==> config.mk <==
export PLATFORM = sky130hd
export DESIGN_NAME = life_ctrl
export DESIGN_NICKNAME = d
export VERILOG_FILES = /design/src/rtl/life_pkg.sv /design/src/rtl/life_tick_gen.sv /design/src/rtl/life_ctrl.sv
export SDC_FILE = /design/constraint.sdc
export NUM_CORES = 1
export LEC_CHECK = 0
export BUFFER_PORTS_ARGS = -buffer_cell sky130_fd_sc_hd__buf_2
export CAP_MARGIN = 20
export CORE_ASPECT_RATIO = 0.9
export CORE_UTILIZATION = 55
export CTS_CLUSTER_SIZE = 10
export DETAILED_ROUTE_END_ITERATION = 16
export PLACE_DENSITY = 0.81
export REMOVE_ABC_BUFFERS = 1
export SYNTH_ARGS = -nofsm -noshare
export SYNTH_HDL_FRONTEND = slang
export SYNTH_SLANG_ARGS = --single-unit
==> constraint.sdc <==
create_clock -name clk -period 4.93 [get_ports clk]
set_input_delay 0.986 -clock clk [delete_from_list [all_inputs] [get_ports clk]]
set_output_delay 0.986 -clock clk [all_outputs]
set_load 0.05 [all_outputs]
==> src/rtl/life_pkg.sv <==
// ---------------------------------------------------------------------------
// life_pkg
// Shared types and constants for the Game-of-Life sequencing controller.
//   - ctrl_state_t : controller FSM encoding (also exported on the debug port)
//   - cmd_t        : the single host command that wins in a given cycle
//   - GRID_W/ROW_W : 16x16 grid geometry
//   - PRIO_*       : command priority ranks (higher rank wins)
//   - cmd_decode   : picks the highest-priority asserted command
// ---------------------------------------------------------------------------
package life_pkg;

    localparam int ROW_W  = 16;
    localparam int GRID_W = ROW_W * ROW_W;

    typedef enum logic [2:0] {
        ST_IDLE = 3'd0,
        ST_LOAD = 3'd1,
        ST_RUN  = 3'd2,
        ST_STEP = 3'd3,
        ST_WAIT = 3'd4,
        ST_HALT = 3'd5
    } ctrl_state_t;

    typedef enum logic [2:0] {
        CMD_NONE  = 3'd0,
        CMD_LOAD  = 3'd1,
        CMD_STOP  = 3'd2,
        CMD_STEP  = 3'd3,
        CMD_START = 3'd4
    } cmd_t;

    localparam int PRIO_LOAD  = 3;
    localparam int PRIO_STOP  = 2;
    localparam int PRIO_STEP  = 1;
    localparam int PRIO_START = 0;

    // Only one command survives per cycle; the others are dropped.
    function automatic cmd_t cmd_decode(input logic i_load, input logic i_stop,
                                        input logic i_step, input logic i_start);
        cmd_t w_cmd;
        int   w_best;
        w_cmd  = CMD_NONE;
        w_best = -1;
        if (i_start && (PRIO_START > w_best)) begin
            w_cmd  = CMD_START;
            w_best = PRIO_START;
        end
        if (i_step && (PRIO_STEP > w_best)) begin
            w_cmd  = CMD_STEP;
            w_best = PRIO_STEP;
        end
        if (i_stop && (PRIO_STOP > w_best)) begin
            w_cmd  = CMD_STOP;
            w_best = PRIO_STOP;
        end
        if (i_load && (PRIO_LOAD > w_best)) begin
            w_cmd  = CMD_LOAD;
        end
        return w_cmd;
    endfunction

endpackage

==> src/rtl/life_tick_gen.sv <==
// ---------------------------------------------------------------------------
// life_tick_gen
// Generation-period divider. Counts 0..max(period,1)-1 while enabled and
// flags the terminal count combinationally so the FSM can act on it in the
// same cycle.
//   i_clk    : clock
//   i_rst_n  : synchronous active-low reset
//   i_clr    : synchronous clear of the count (dominates enable)
//   i_en     : count enable
//   i_period : cycles per tick, 0 behaves as 1
//   o_tc     : terminal count reached this cycle
// ---------------------------------------------------------------------------
module life_tick_gen (
    input  logic       i_clk,
    input  logic       i_rst_n,
    input  logic       i_clr,
    input  logic       i_en,
    input  logic [7:0] i_period,
    output logic       o_tc
);

    logic [7:0] r_cnt;
    logic [7:0] w_last;

    assign w_last = (i_period == 8'd0) ? 8'd0 : (i_period - 8'd1);

    // ">=" rather than "==": if period shrinks below the running count the
    // tick still fires on the current count instead of wrapping through 255.
    assign o_tc = i_en && !i_clr && (r_cnt >= w_last);

    always_ff @(posedge i_clk) begin
        if (!i_rst_n) begin
            r_cnt <= 8'd0;
        end else if (i_clr) begin
            r_cnt <= 8'd0;
        end else if (i_en) begin
            r_cnt <= o_tc ? 8'd0 : (r_cnt + 8'd1);
        end
    end

endmodule

==> src/rtl/life_ctrl.sv <==
// ---------------------------------------------------------------------------
// life_ctrl
// Sequencing controller for the 16x16 Game-of-Life datapath. Converts host
// commands into datapath reset/run pulses, paces generations, counts them,
// detects still lifes and halts at a generation limit.
//   clk, reset        : clock, synchronous active-low reset
//   cmd_load/start/
//   cmd_stop/step     : single-cycle host command pulses
//   period            : clk cycles per generation while running (0 -> 1)
//   max_gen           : generation limit, 0 = unlimited
//   grid_evolve       : current grid from the datapath
//   dp_reset, dp_run  : registered datapath controls
//   gen_count         : generations since last load (saturating)
//   stable            : last sampled grid equals the previous one
//   done              : generation limit reached
//   busy              : in LOAD, RUN, STEP or WAIT
//   state             : FSM state for debug
// ---------------------------------------------------------------------------
module life_ctrl
    import life_pkg::*;
#(
    parameter int LOAD_CYCLES = 2,
    parameter int DP_LAT      = 1,
    parameter int GEN_W       = 16
) (
    input  logic              clk,
    input  logic              reset,
    input  logic              cmd_load,
    input  logic              cmd_start,
    input  logic              cmd_stop,
    input  logic              cmd_step,
    input  logic [7:0]        period,
    input  logic [GEN_W-1:0]  max_gen,
    input  logic [GRID_W-1:0] grid_evolve,
    output logic              dp_reset,
    output logic              dp_run,
    output logic [GEN_W-1:0]  gen_count,
    output logic              stable,
    output logic              done,
    output logic              busy,
    output logic [2:0]        state
);

    localparam int LC_W = (LOAD_CYCLES > 1) ? $clog2(LOAD_CYCLES) : 1;
    localparam int WC_W = (DP_LAT > 0) ? $clog2(DP_LAT + 1) : 1;
    localparam logic [LC_W-1:0] LC_LAST   = LC_W'(LOAD_CYCLES - 1);
    localparam logic [WC_W-1:0] WAIT_LAST = WC_W'(DP_LAT);

    ctrl_state_t       r_state;
    ctrl_state_t       w_state_next;
    cmd_t              w_cmd;
    logic [LC_W-1:0]   r_load_cnt;
    logic [WC_W-1:0]   r_wait_cnt;
    logic              r_from_step;
    logic              r_pend_load;
    logic              r_pend_stop;
    logic [GEN_W-1:0]  r_gen;
    logic              r_stable;
    logic              r_done;
    logic [GRID_W-1:0] r_prev;
    logic              r_dp_reset;
    logic              r_dp_run;

    logic              w_tc;
    logic              w_sample;
    logic [GEN_W-1:0]  w_gen_inc;
    logic              w_is_stable;
    logic              w_hit_limit;
    logic              w_load_req;
    logic              w_stop_req;

    assign w_cmd = cmd_decode(cmd_load, cmd_stop, cmd_step, cmd_start);

    life_tick_gen u_tick (
        .i_clk    (clk),
        .i_rst_n  (reset),
        .i_clr    (r_state != ST_RUN),
        .i_en     (r_state == ST_RUN),
        .i_period (period),
        .o_tc     (w_tc)
    );

    // The dp_run pulse lands in the first WAIT cycle (index 0); the new
    // generation is visible DP_LAT cycles later, at the last WAIT cycle.
    assign w_sample    = (r_state == ST_WAIT) && (r_wait_cnt == WAIT_LAST);
    assign w_gen_inc   = (&r_gen) ? r_gen : (r_gen + 1'b1);
    assign w_is_stable = (grid_evolve == r_prev);
    assign w_hit_limit = (max_gen != '0) && (w_gen_inc == max_gen);

    // Stop/load seen earlier in WAIT are held until the sample completes.
    assign w_load_req  = r_pend_load || cmd_load;
    assign w_stop_req  = r_pend_stop || cmd_stop;

    always_comb begin
        w_state_next = r_state;
        case (r_state)
            ST_IDLE: begin
                case (w_cmd)
                    CMD_LOAD:  w_state_next = ST_LOAD;
                    CMD_STEP:  w_state_next = ST_STEP;
                    CMD_START: w_state_next = ST_RUN;
                    default:   w_state_next = ST_IDLE;
                endcase
            end
            ST_LOAD: begin
                if (w_cmd == CMD_LOAD) begin
                    w_state_next = ST_LOAD;
                end else if (r_load_cnt == LC_LAST) begin
                    w_state_next = ST_IDLE;
                end
            end
            ST_RUN: begin
                if (w_cmd == CMD_LOAD) begin
                    w_state_next = ST_LOAD;
                end else if (w_cmd == CMD_STOP) begin
                    w_state_next = ST_IDLE;
                end else if (w_tc) begin
                    w_state_next = ST_WAIT;
                end
            end
            ST_STEP: begin
                w_state_next = ST_WAIT;
            end
            ST_WAIT: begin
                if (w_sample) begin
                    if (w_load_req) begin
                        w_state_next = ST_LOAD;
                    end else if (w_stop_req) begin
                        w_state_next = ST_IDLE;
                    end else if (w_is_stable || w_hit_limit) begin
                        w_state_next = ST_HALT;
                    end else if (r_from_step) begin
                        w_state_next = ST_IDLE;
                    end else begin
                        w_state_next = ST_RUN;
                    end
                end
            end
            ST_HALT: begin
                if (w_cmd == CMD_LOAD) begin
                    w_state_next = ST_LOAD;
                end else if (w_cmd == CMD_STOP) begin
                    w_state_next = ST_IDLE;
                end
            end
            default: w_state_next = ST_IDLE;
        endcase
    end

    always_ff @(posedge clk) begin
        if (!reset) begin
            r_state     <= ST_IDLE;
            r_load_cnt  <= '0;
            r_wait_cnt  <= '0;
            r_from_step <= 1'b0;
            r_pend_load <= 1'b0;
            r_pend_stop <= 1'b0;
            r_dp_reset  <= 1'b0;
            r_dp_run    <= 1'b0;
        end else begin
            r_state <= w_state_next;

            // Restarting LOAD or leaving it returns the count to zero.
            if ((r_state == ST_LOAD) && (w_state_next == ST_LOAD) && (w_cmd != CMD_LOAD)) begin
                r_load_cnt <= r_load_cnt + 1'b1;
            end else begin
                r_load_cnt <= '0;
            end

            if ((r_state == ST_WAIT) && !w_sample) begin
                r_wait_cnt <= r_wait_cnt + 1'b1;
            end else begin
                r_wait_cnt <= '0;
            end

            if (r_state == ST_STEP) begin
                r_from_step <= 1'b1;
            end else if (r_state == ST_RUN) begin
                r_from_step <= 1'b0;
            end

            r_pend_load <= (r_state == ST_WAIT) && !w_sample && w_load_req;
            r_pend_stop <= (r_state == ST_WAIT) && !w_sample && w_stop_req;

            // Registered controls: dp_reset spans the LOAD state, dp_run is
            // issued on the edge that leaves RUN (terminal tick) or STEP.
            r_dp_reset <= (w_state_next == ST_LOAD);
            r_dp_run   <= ((r_state == ST_RUN) && (w_state_next == ST_WAIT))
                          || (r_state == ST_STEP);
        end
    end

    always_ff @(posedge clk) begin
        if (!reset) begin
            r_gen    <= '0;
            r_stable <= 1'b0;
            r_done   <= 1'b0;
            r_prev   <= '0;
        end else if (r_state == ST_LOAD) begin
            r_gen    <= '0;
            r_stable <= 1'b0;
            r_done   <= 1'b0;
            r_prev   <= '0;
        end else if (w_sample) begin
            r_gen    <= w_gen_inc;
            r_stable <= w_is_stable;
            r_prev   <= grid_evolve;
            r_done   <= w_hit_limit && (w_state_next == ST_HALT);
        end else if ((r_state == ST_HALT) && (w_cmd == CMD_STOP)) begin
            r_done   <= 1'b0;
        end
    end

    assign dp_reset  = r_dp_reset;
    assign dp_run    = r_dp_run;
    assign gen_count = r_gen;
    assign stable    = r_stable;
    assign done      = r_done;
    assign state     = r_state;
    assign busy      = (r_state == ST_LOAD) || (r_state == ST_RUN)
                       || (r_state == ST_STEP) || (r_state == ST_WAIT);

endmodule

==> flow_metrics.py, run 1 <==
metrics = {
    "clock_tree": {
        "h-tree-depth": 2,
        "cts-hold-fix-buffers": 0,
        "root_buffer": "clkbuf_16",
        "cts-buffers-inserted": 35,
        "cts.repair.resized": 0,
        "path_clk_slew_ps": 50,
        "post_cts_buffers": 0,
        "clk_path_buf_depth": 3,
        "clock_sinks": 292,
        "cts_tree": "yes",
        "clk_latency_ps": 500,
    },
    "logic_synthesis": {
        "synth_edf_count": 0,
        "synth_ff_type": "dfxtp_1",
        "ys_types": 71,
        "ys_top_cells_by_count": "nand2_1 (544), dfxtp_1 (292), a21oi_1 (276), xnor2_1 (212), clkbuf_1 (88)",
        "yosysWarnings": 0,
        "netlist_area_um2": 14300,
        "muxShareOfSynthArea_pct": 0.1400,
        "synth_area_leaders": "dfxtp_1 (41%), nand2_1 (14%), xnor2_1 (13%)",
        "synth_top_family_by_area": "simple AND/OR/NAND/NOR gates",
        "yosysSeqAreaShare_pct": 40.87,
        "synth-xor-area-share_pct": 17.21,
        "synth_compound_area_share_pct": 12.96,
        "post-synth-top-count-cell": "nand2_1",
        "synth_cells": 1808,
        "async_flop_share_pct": 0,
        "synth.largest_area_cell": "dfxtp_1",
        "synthSimpleGateAreaFrac_pct": 24.30,
        "synth_top_area_share_pct": 40.87,
        "ys_ff_latch": 292,
        "synthAdderAreaFrac_pct": 0.9622,
        "syn_avg_cell_area_um2": 7.911,
    },
    "status": {
        "status": "complete, no violations",
    },
    "place": {
        "dp_hpwl_mm": 25.39,
        "post-place-ws_ps": 757.1,
        "gp_congestion": 0.9153,
        "port_buffers": 309,
    },
    "route": {
        "wl_per_cell_um": 15.13,
        "drt_iter0_markers": 810,
        "ant_nets": 0,
        "viasPerCell": 5.411,
        "drtPass1Iterations": 5,
        "drt-total-wl_mm": 36.41,
        "route.detailed.drc": 0,
        "vias": 13020,
    },
    "layout": {
        "area_growth_pct": 17.86,
        "fin_util_pct": 66.57,
        "drive_gt1_share_pct": 18.39,
        "num-fill-cells": 2169,
        "finalNetCount": 2351,
        "regArea_um2": 5846,
        "multi_input_area_um2": 7973,
    },
    "sta": {
        "fin_ws_ps": 1160,
        "slew_violations": 0,
        "fmax_mhz": 265.3,
        "hold_ws_ps": 459.2,
        "rsz0062_at_grt": "no",
        "final-setup-viol-count": 0,
        "finalHoldViolCount": 0,
        "maxSlewHeadroom_pct": 33.26,
        "skew_ps": 11.01,
        "timing.final.crit_period_ps": 3770,
        "fin_crit_sh_pct": 76.46,
        "worstMarginPinSlew_ps": 1001,
    },
    "critical_path": {
        "slowest_delay_ps": 410,
        "crit_type": "in -> reg",
        "worstPathArrival_ps": 4180,
        "start_kind": "primary input",
        "slowest_stage": "or3_1",
        "crit_chain": "buf_2 > inv_1 > ha_1 > nor2b_1 > nand3b_1 > or3_1 > and2_1 > ha_1 > nand2b_1 > a21o_1 > a21o_1 > a21oi_1 > o21ai_0 > o21a_1 > a31oi_1 > o21ai_2 > nor4b_4",
        "crit_fanout": 6,
        "cp-end-kind": "flip-flop",
        "required_ps": 5340,
    },
    "global_route": {
        "antenna_found_initial": 12,
        "grt_overflow_total": 0,
        "first_global_vias": 12530,
        "grt_pass1_wl_mm": 58.48,
        "track_usage_pct": 26.73,
        "grt_max_degree": 183,
    },
    "die": {
        "floorplan.initialDensity_pct": 56.48,
        "ios": 310,
        "dieHeight_um": 155.0,
        "core.rowCount": 55,
        "dieArea_um2": 26660,
        "core_um2": 25320,
        "die_w_um": 172.0,
    },
    "flow_run": {
        "cap_violations": 0,
    },
    "power": {
        "peakVddDrop_v": 0.0002526,
        "leakagePower_uw": 0.005909,
        "p_per_area_nw_per_um2": 293.6,
    },
    "min_path": {
        "min_path_type": "reg -> reg",
    },
}
==> power by group <==
| part | switching, µW | internal, µW |
|---|---|---|
| combinational | 238 | 186 |
| clock | 900 | 1260 |
| sequential | 5.00 | 2360 |
| total | 1140 | 3810 |
==> critical path: cells and delay by family <==
family,cells,cell delay [ps]
adders and majority gates,2,430
AOI/OAI and AO/OA,7,1160
buffers and inverters,2,170
and+or+nand+nor,6,1430
==> path summary, 6_finish.rpt <==
path / cells after the start / slack (ps) / start / end
hold reg to reg: 2 / 460 / stable$_SDFFE_PP0P_ / stable$_SDFFE_PP0P_
setup / recovery: 17 / 1160 / period[0] / dp_reset$_SDFF_PN0_
hold / removal: 2 / 460 / stable$_SDFFE_PP0P_ / stable$_SDFFE_PP0P_
setup reg to reg: 10 / 1720 / gen_count[0]$_SDFFE_PP0P_ / dp_reset$_SDFF_PN0_
==> routing by layer <==
layer  share of wire [%]  wire [µm]  up-vias  GRT usage (%)
li1                    -          -     6534              -
met1                  42      15250     5984          32.17
met2                  47      17140      411          45.28
met3                 8.2       2980       81          7.581
met4                 2.7        988        8          9.440
met5                0.13         46        -              0
==> cells by family after synthesis <==
family	Yosys count
flops	292
fa+ha+maj	11
mux	2
buf+inv	123
compound gates	333
simple gates	766
xor+xnor	281
==> through the flow <==
step | std cells | TNS, ps | power [µW] | instance area (µm²)
global placement | 2359 | 0 | 2833 | 15940
global route | 2402 | 0 | 5112 | 16850
floorplan | 1702 | -1387460 | 2622 | 13860
CTS | 2397 | 0 | 4999 | 16840
detailed placement | 2359 | 0 | 2839 | 15940
finish | 2406 | 0 | 4950 | 16860
==> registers in the layout, indices dropped and copies added, names as in the netlist <==
name,cells
dp_run,1
u_tick.r_cnt,8
dp_reset,1
gen_count,16
r_prev,256
stable,1
r_load_cnt,1
r_wait_cnt,1
state,3
done,1
r_pend_load,1
r_pend_stop,1
r_from_step,1
==> layout by cell type, fill, tap and decap left out, types with 3 or more instances in the layout <==
cell type	netlist	layout
nand2_1	544	543
buf_2	5	309
dfxtp_1	292	292
a21oi_1	276	276
xnor2_1	212	212
xor2_1	69	69
nand4_1	64	64
nor4_1	38	38
nor2_1	36	36
clkbuf_16	0	35
inv_1	17	17
nand3_1	14	14
o21ai_0	11	11
ha_1	11	11
nor2b_1	10	10
diode_2	0	9
nor3_1	9	9
or3_1	6	6
nand2b_1	6	6
nand3b_1	5	5
and4_1	5	5
a31oi_1	4	4
a311oi_1	4	4
and2_1	3	3
o22ai_1	3	3
o2bb2ai_1	3	3
nor4_4	3	3
nand4_2	3	3
buf_12	0	3
buf_4	11	3
==> layout make-up <==
cell class	count	area share (%)
multi-input cells	1393	47.29
flip-flops and latches	292	34.67
repair buffers	315	9.663
clock buffers	36	5.217
well taps	342	2.538
inverters	17	0.3785
diodes	9	0.1336
clock inverters	2	0.1039
Note: power is estimated with default switching activity, not from simulation.
==> run 2: changes to the inputs <==
--- a/config.mk
+++ b/config.mk
@@ -5,13 +5,14 @@
 export SDC_FILE = /design/constraint.sdc
 export NUM_CORES = 1
 export LEC_CHECK = 0
+export ABC_AREA = 1
 export BUFFER_PORTS_ARGS = -buffer_cell sky130_fd_sc_hd__buf_2
 export CAP_MARGIN = 20
 export CORE_ASPECT_RATIO = 0.9
-export CORE_UTILIZATION = 55
+export CORE_UTILIZATION = 50
 export CTS_CLUSTER_SIZE = 10
 export DETAILED_ROUTE_END_ITERATION = 16
-export PLACE_DENSITY = 0.81
+export PLACE_DENSITY = 0.77
 export REMOVE_ABC_BUFFERS = 1
 export SYNTH_ARGS = -nofsm -noshare
 export SYNTH_HDL_FRONTEND = slang
==> constraint.sdc (replaced) <==
create_clock -name clk -period 3.2 [get_ports clk]
set_input_delay 0.64 -clock clk [delete_from_list [all_inputs] [get_ports clk]]
set_output_delay 0.64 -clock clk [all_outputs]
set_load 0.05 [all_outputs]
==> flow_metrics.py, run 2 <==
metrics = {
    "global_route": {
        "grt_pass1_wl_mm": 60.84,
        "antenna_found_initial": 17,
        "grt_max_degree": 213,
        "first_global_vias": 13010,
        "grt_overflow_total": 0,
        "track_usage_pct": 24.92,
    },
    "sta": {
        "timing.final.crit_period_ps": 2638,
        "rsz0062_at_grt": "no",
        "fmax_mhz": 379.0,
        "slew_violations": 0,
        "fin_crit_sh_pct": 82.44,
        "tns_ps": 0,
        "worstMarginPinSlew_ps": 1082,
        "skew_ps": 20.84,
        "finalHoldViolCount": 0,
        "final-setup-viol-count": 0,
        "maxSlewHeadroom_pct": 27.84,
    },
    "die": {
        "dieHeight_um": 163.1,
        "core.rowCount": 58,
        "die_w_um": 181.0,
        "ios": 310,
        "floorplan.initialDensity_pct": 51.20,
        "dieArea_um2": 29520,
        "core_um2": 28160,
    },
    "critical_path": {
        "required_ps": 3560,
        "crit_fanout": 5,
        "crit_type": "in -> reg",
        "start_kind": "primary input",
        "cp-end-kind": "flip-flop",
        "worstPathArrival_ps": 3000,
    },
    "layout": {
        "mostFrequentLayoutCell": "nand2_1",
        "top_register": "r_prev",
        "num-fill-cells": 2489,
        "largest_reg_flops": 256,
        "multi_input_area_um2": 7840,
        "regArea_um2": 5846,
        "most-common-layout-cells": "nand2_1 (657), buf_2 (309), dfxtp_1 (292)",
        "drive_gt1_share_pct": 17.04,
        "finalNetCount": 2556,
        "area_growth_pct": 19.33,
    },
    "clock_tree": {
        "post_cts_buffers": 0,
        "cts_tree": "yes",
        "clk_path_buf_depth": 3,
        "cts-buffers-inserted": 35,
        "cts.repair.resized": 0,
        "clock_sinks": 292,
        "h-tree-depth": 2,
        "clk_latency_ps": 520,
        "cts-hold-fix-buffers": 0,
        "path_clk_slew_ps": 50,
        "root_buffer": "clkbuf_16",
    },
    "route": {
        "wl_per_cell_um": 14.09,
        "drt_iter0_markers": 888,
        "ant_nets": 0,
        "route.detailed.drc": 0,
        "drt-total-wl_mm": 37.15,
        "vias": 13560,
        "viasPerCell": 5.143,
        "drtPass1Iterations": 5,
    },
    "min_path": {
        "min_path_type": "in -> reg",
    },
    "power": {
        "peakVddDrop_v": 0.0004052,
        "leakagePower_uw": 0.006329,
        "power_uw": 7783,
        "p_per_area_nw_per_um2": 452.4,
    },
    "logic_synthesis": {
        "netlist_area_um2": 14420,
        "synth_area_leaders": "dfxtp_1 (41%), nand2_1 (17%), xnor2_1 (15%)",
        "ys_ff_latch": 292,
        "yosysSeqAreaShare_pct": 40.54,
        "ys_types": 34,
        "post-synth-top-count-cell": "nand2_1",
        "synth_edf_count": 0,
        "synth_ff_type": "dfxtp_1",
        "synth_cells": 1994,
        "synth.largest_area_cell": "dfxtp_1",
        "synth_top_area_share_pct": 40.54,
        "syn_avg_cell_area_um2": 7.230,
        "async_flop_share_pct": 0,
        "ys_top_cells_by_count": "nand2_1 (658), dfxtp_1 (292), a21oi_1 (277), xnor2_1 (244), nor2_1 (104)",
        "yosysWarnings": 0,
    },
    "place": {
        "port_buffers": 309,
        "dp_hpwl_mm": 26.20,
        "gp_congestion": 0.9468,
    },
    "flow_run": {
        "cap_violations": 0,
    },
    "status": {
        "status": "complete, no violations",
    },
}
[run 2: report_power, final]
| part | switching, µW | internal (µW) |
|---|---|---|
| clock network | 1430 | 2030 |
| registers | 4.30 | 3640 |
| logic | 391 | 285 |
[run 2: path summary, 6_finish.rpt]
kind / start / endpoint / slack [ps] / depth (start not counted)
worst max-delay path: period[0] / done$_SDFFE_PP0P_ / 560 / 20
worst min register to register: r_prev[15]$_SDFFE_PP0P_ / r_prev[15]$_SDFFE_PP0P_ / 460 / 2
worst min-delay path: grid_evolve[138] / r_prev[138]$_SDFFE_PP0P_ / 390 / 3
worst max register to register: gen_count[0]$_SDFFE_PP0P_ / done$_SDFFE_PP0P_ / 590 / 19
[run 2: logic make-up (layout without fill, tap and decap cells)]
kind of cell / Yosys count / count (layout) / synth area share (%)
XOR/XNOR: 251 / 251 / 15.25
AO/OA/AOI/OAI: 333 / 333 / 12.01
adder cells (fa/ha/maj): 11 / 11 / 0.9546
other: 0 / 12 / 0
flip-flops: 292 / 292 / 40.55
buffers and inverters: 195 / 466 / 5.181
AND/OR/NAND/NOR: 912 / 912 / 26.06
[run 2: layout make-up]
| class | count | share of cell area [%] |
|---|---|---|
| clock inverters | 3 | 0.1745 |
| diodes | 12 | 0.1745 |
| well taps | 360 | 2.618 |
| inverters | 104 | 2.313 |
| clock buffers | 40 | 5.382 |
| multi-input cells | 1507 | 45.57 |
| flip-flops and latches | 292 | 33.98 |
| repair buffers | 319 | 9.789 |
[run 2: per-layer routing]
| layer | routed length (µm) | vias to the layer above | track usage, % |
|---|---|---|---|
| met5 | 56 | - | 0 |
| li1 | - | 6970 | - |
| met4 | 835 | 10 | 7.396 |
| met1 | 16000 | 6113 | 30.81 |
| met3 | 3555 | 73 | 8.896 |
| met2 | 16700 | 397 | 40.77 |
[run 2: critical path, stage by stage]
cell,delay [ps]
buf_2,90
inv_1,50
ha_1,220
nand2_1,80
inv_1,60
nand2_1,80
inv_1,70
nand2_1,130
inv_1,70
or2_2,270
ha_1,300
a21oi_1,150
o21ai_0,100
nand2_1,70
nand3_1,120
nand2_1,110
and3_1,170
o21ai_2,80
nand3_1,90
a21oi_1,60
[run 2: through the flow]
stage | hold WS, ps | setup slack [ps] | instance area (µm²) | util, % | instances
after floorplan | 429.7 | -13550 | 14060 | - | 1903
after global placement | 445.9 | 200.0 | 16220 | 57.60 | 2582
after detailed placement | 458.2 | 68.15 | 16220 | 57.60 | 2582
after CTS | 368.3 | 573.7 | 17170 | 60.99 | 2625
after global routing | 366.9 | 190.9 | 17180 | 61.03 | 2629
final | 393.5 | 561.8 | 17200 | 61.10 | 2637
==> run 3: changes to the inputs <==
==> constraint.sdc (replaced) <==
create_clock -name clk -period 2.2 [get_ports clk]
set_input_delay 0.44 -clock clk [delete_from_list [all_inputs] [get_ports clk]]
set_output_delay 0.44 -clock clk [all_outputs]
set_load 0.05 [all_outputs]
==> flow_metrics.py, run 3 (synthesized netlist as in run 2, its figures left out) <==
metrics = {
    "global_route": {
        "grt_pass1_wl_mm": 63.36,
        "grt_overflow_total": 0,
        "antenna_found_initial": 19,
        "grt_max_degree": 129,
        "track_usage_pct": 25.97,
        "first_global_vias": 13440,
    },
    "critical_path": {
        "cp_top_family": "simple AND/OR/NAND/NOR gates",
        "worstPathArrival_ps": 2790,
        "reg2reg_slack_ps": -160,
        "crit_type": "reg -> reg",
        "required_ps": 2630,
        "start_kind": "flip-flop",
        "crit_chain": "nand2_2 > nor2_2 > nand2_4 > nor2_4 > clkinv_4 > buf_6 > nand3_2 > nand2_2 > nor2_1 > nand3_1 > nor2_1 > nand3_1 > nand2_1 > nand2_2 > nand2_1 > nand2_1 > nand2_2 > nand2_2 > nor3_2",
        "crit_buf_inv": 2,
        "timing.rr.start": "gen_count[4]$_SDFFE_PP0P_",
        "crit_fanout": 6,
        "worst_path_most_repeated_cell": "nand2_2",
        "worst_r2r_path_depth": 19,
        "cp-end-kind": "flip-flop",
        "r2r_end": "dp_reset$_SDFF_PN0_",
        "slowest_stage": "dfxtp_2",
        "slowest_delay_ps": 360,
    },
    "route": {
        "viasPerCell": 5.210,
        "route.detailed.drc": 0,
        "drtPass1Iterations": 6,
        "ant_nets": 0,
        "drt-total-wl_mm": 39.97,
        "wl_per_cell_um": 14.59,
        "vias": 14280,
        "drt_iter0_markers": 1070,
    },
    "layout": {
        "finalNetCount": 2657,
        "most-common-layout-cells": "nand2_1 (625), buf_2 (308), dfxtp_1 (282)",
        "area_growth_pct": 27.67,
        "largest_reg_flops": 256,
        "mostFrequentLayoutCell": "nand2_1",
        "drive_gt1_share_pct": 23.87,
        "top_register": "r_prev",
        "fin_area_um2": 18410,
    },
    "clock_tree": {
        "h-tree-depth": 2,
        "cts-buffers-inserted": 35,
        "cts_tree": "yes",
        "clk_latency_ps": 510,
        "clock_sinks": 292,
        "clk_path_buf_depth": 3,
        "cts-hold-fix-buffers": 0,
        "path_clk_slew_ps": 60,
        "root_buffer": "clkbuf_16",
    },
    "power": {
        "leakagePower_uw": 0.006961,
        "swShare_pct": 23.62,
        "p_comb_share_pct": 9.1,
        "p_per_area_nw_per_um2": 627.2,
        "p_switching_uw": 2727,
        "p_seq_share_pct": 45.9,
        "internal_power_uw": 8819,
        "peakVddDrop_v": 0.0005832,
        "power_uw": 11550,
        "pwr-share-clk_pct": 44.9,
    },
    "die": {
        "ios": 310,
        "dieArea_um2": 29520,
        "floorplan.initialDensity_pct": 51.20,
        "core.rowCount": 58,
        "core_um2": 28160,
        "die_w_um": 181.0,
        "dieHeight_um": 163.1,
    },
    "min_path": {
        "worstHoldStart": "grid_evolve[111]",
        "min_path_type": "in -> reg",
        "hold_depth": 3,
        "min_to": "r_prev[111]$_SDFFE_PP0P_",
    },
    "sta": {
        "hold_ws_ps": 194.2,
        "worstMarginPinSlew_ps": 625.0,
        "maxSlewHeadroom_pct": 58.33,
        "skew_ps": 12.07,
        "fin_crit_sh_pct": 107.3,
        "final-setup-viol-count": 6,
        "rsz0062_at_grt": "yes",
        "timing.final.crit_period_ps": 2361,
        "fin_ws_ps": -160.7,
        "fmax_mhz": 423.6,
        "slew_violations": 0,
        "finalHoldViolCount": 0,
    },
    "place": {
        "port_buffers": 309,
        "dp_hpwl_mm": 27.49,
        "gp_congestion": 0.9480,
        "placed_area_um2": 16800,
        "post-place-ws_ps": -563.7,
    },
    "status": {
        "violations": "negative setup slack",
        "status": "finished with violations",
    },
    "flow_run": {
        "cap_violations": 0,
    },
}
## run 3: changes by cell type in the layout (fill, tap and decap cells not counted), moves of 6 or more
cell / change
dfxtp_2: +7
o21ai_0: -6
nand3_1: -12
nand2_2: +29
nand3_2: +8
nor2_4: +7
buf_4: +93
nor2_1: -10
dfxtp_1: -10
nand2_1: -32
## run 3: what timing repair did
action,CTS,global route
endpoints found under the setup margin,5,9
setup buffers,14,16
pin swaps,18,49
cloned,0,1
gates resized for setup,44,74
## run 3: cell type report
type | instances | area, µm²
timing repair buffer | 419 | 2494
clock buffer | 43 | 968.4
sequential | 292 | 5866
timing repair inverter | 1 | 6.256
clock inverter | 1 | 20.02
inverter | 104 | 402.9
tap | 360 | 450.4
antenna | 13 | 32.53
multi-input combinational | 1507 | 8167
fill | 2379 | 9751
## run 3: worst max-delay path by stage
stage               depth (start not counted)                 startpoint             endpoint  slack, ps
global route                               19  gen_count[7]$_SDFFE_PP0P_    done$_SDFFE_PP0P_       -270
detailed placement                         20                  period[0]    done$_SDFFE_PP0P_       -560
global placement                           20                  period[0]    done$_SDFFE_PP0P_       -490
finish                                     19  gen_count[4]$_SDFFE_PP0P_  dp_reset$_SDFF_PN0_       -160
CTS                                        19  gen_count[1]$_SDFFE_PP0P_    done$_SDFFE_PP0P_         -3
floorplan                                   5        state[2]$_SDFF_PN0_    done$_SDFFE_PP0P_     -14550
## run 3: worst reg2reg max path: stages (launching register included)
cell and delay (ps):
dfxtp_2 360, nand2_2 110, nor2_2 190, nand2_4 90
nor2_4 170, clkinv_4 120, buf_6 140, nand3_2 50
nand2_2 70, nor2_1 130, nand3_1 100, nor2_1 110
nand3_1 80, nand2_1 80, nand2_2 60, nand2_1 60
nand2_1 60, nand2_2 110, nand2_2 80, nor3_2 120
## run 3: routing by layer
metal | vias to the layer above | part of all wire, % | global-route usage [%]
li1 | 7156 | - | -
met1 | 6531 | 42 | 32.20
met2 | 471 | 46 | 42.94
met3 | 105 | 9.0 | 7.915
met4 | 12 | 2.7 | 8.783
met5 | - | 0.18 | 0
## run 3: power by group through the flow
stage	Combinational (µW)	Sequential (µW)	Clock, µW
global placement	995	5420	0
CTS	1030	5300	5290
global route	1150	5300	5510
floorplan	458	5440	0
finish	1060	5300	5190
detailed placement	1020	5420	0
## run 3: metrics by stage
| step | utilization (%) | TNS [ps] | std cells |
|---|---|---|---|
| finish | 65.37 | -550.3 | 2740 |
| global route | 65.29 | -1227 | 2731 |
| CTS | 64.05 | -3.038 | 2712 |
| detailed placement | 59.65 | -5224 | 2654 |
| global placement | 59.65 | -4225 | 2654 |
| floorplan | - | -3945090 | 1903 |
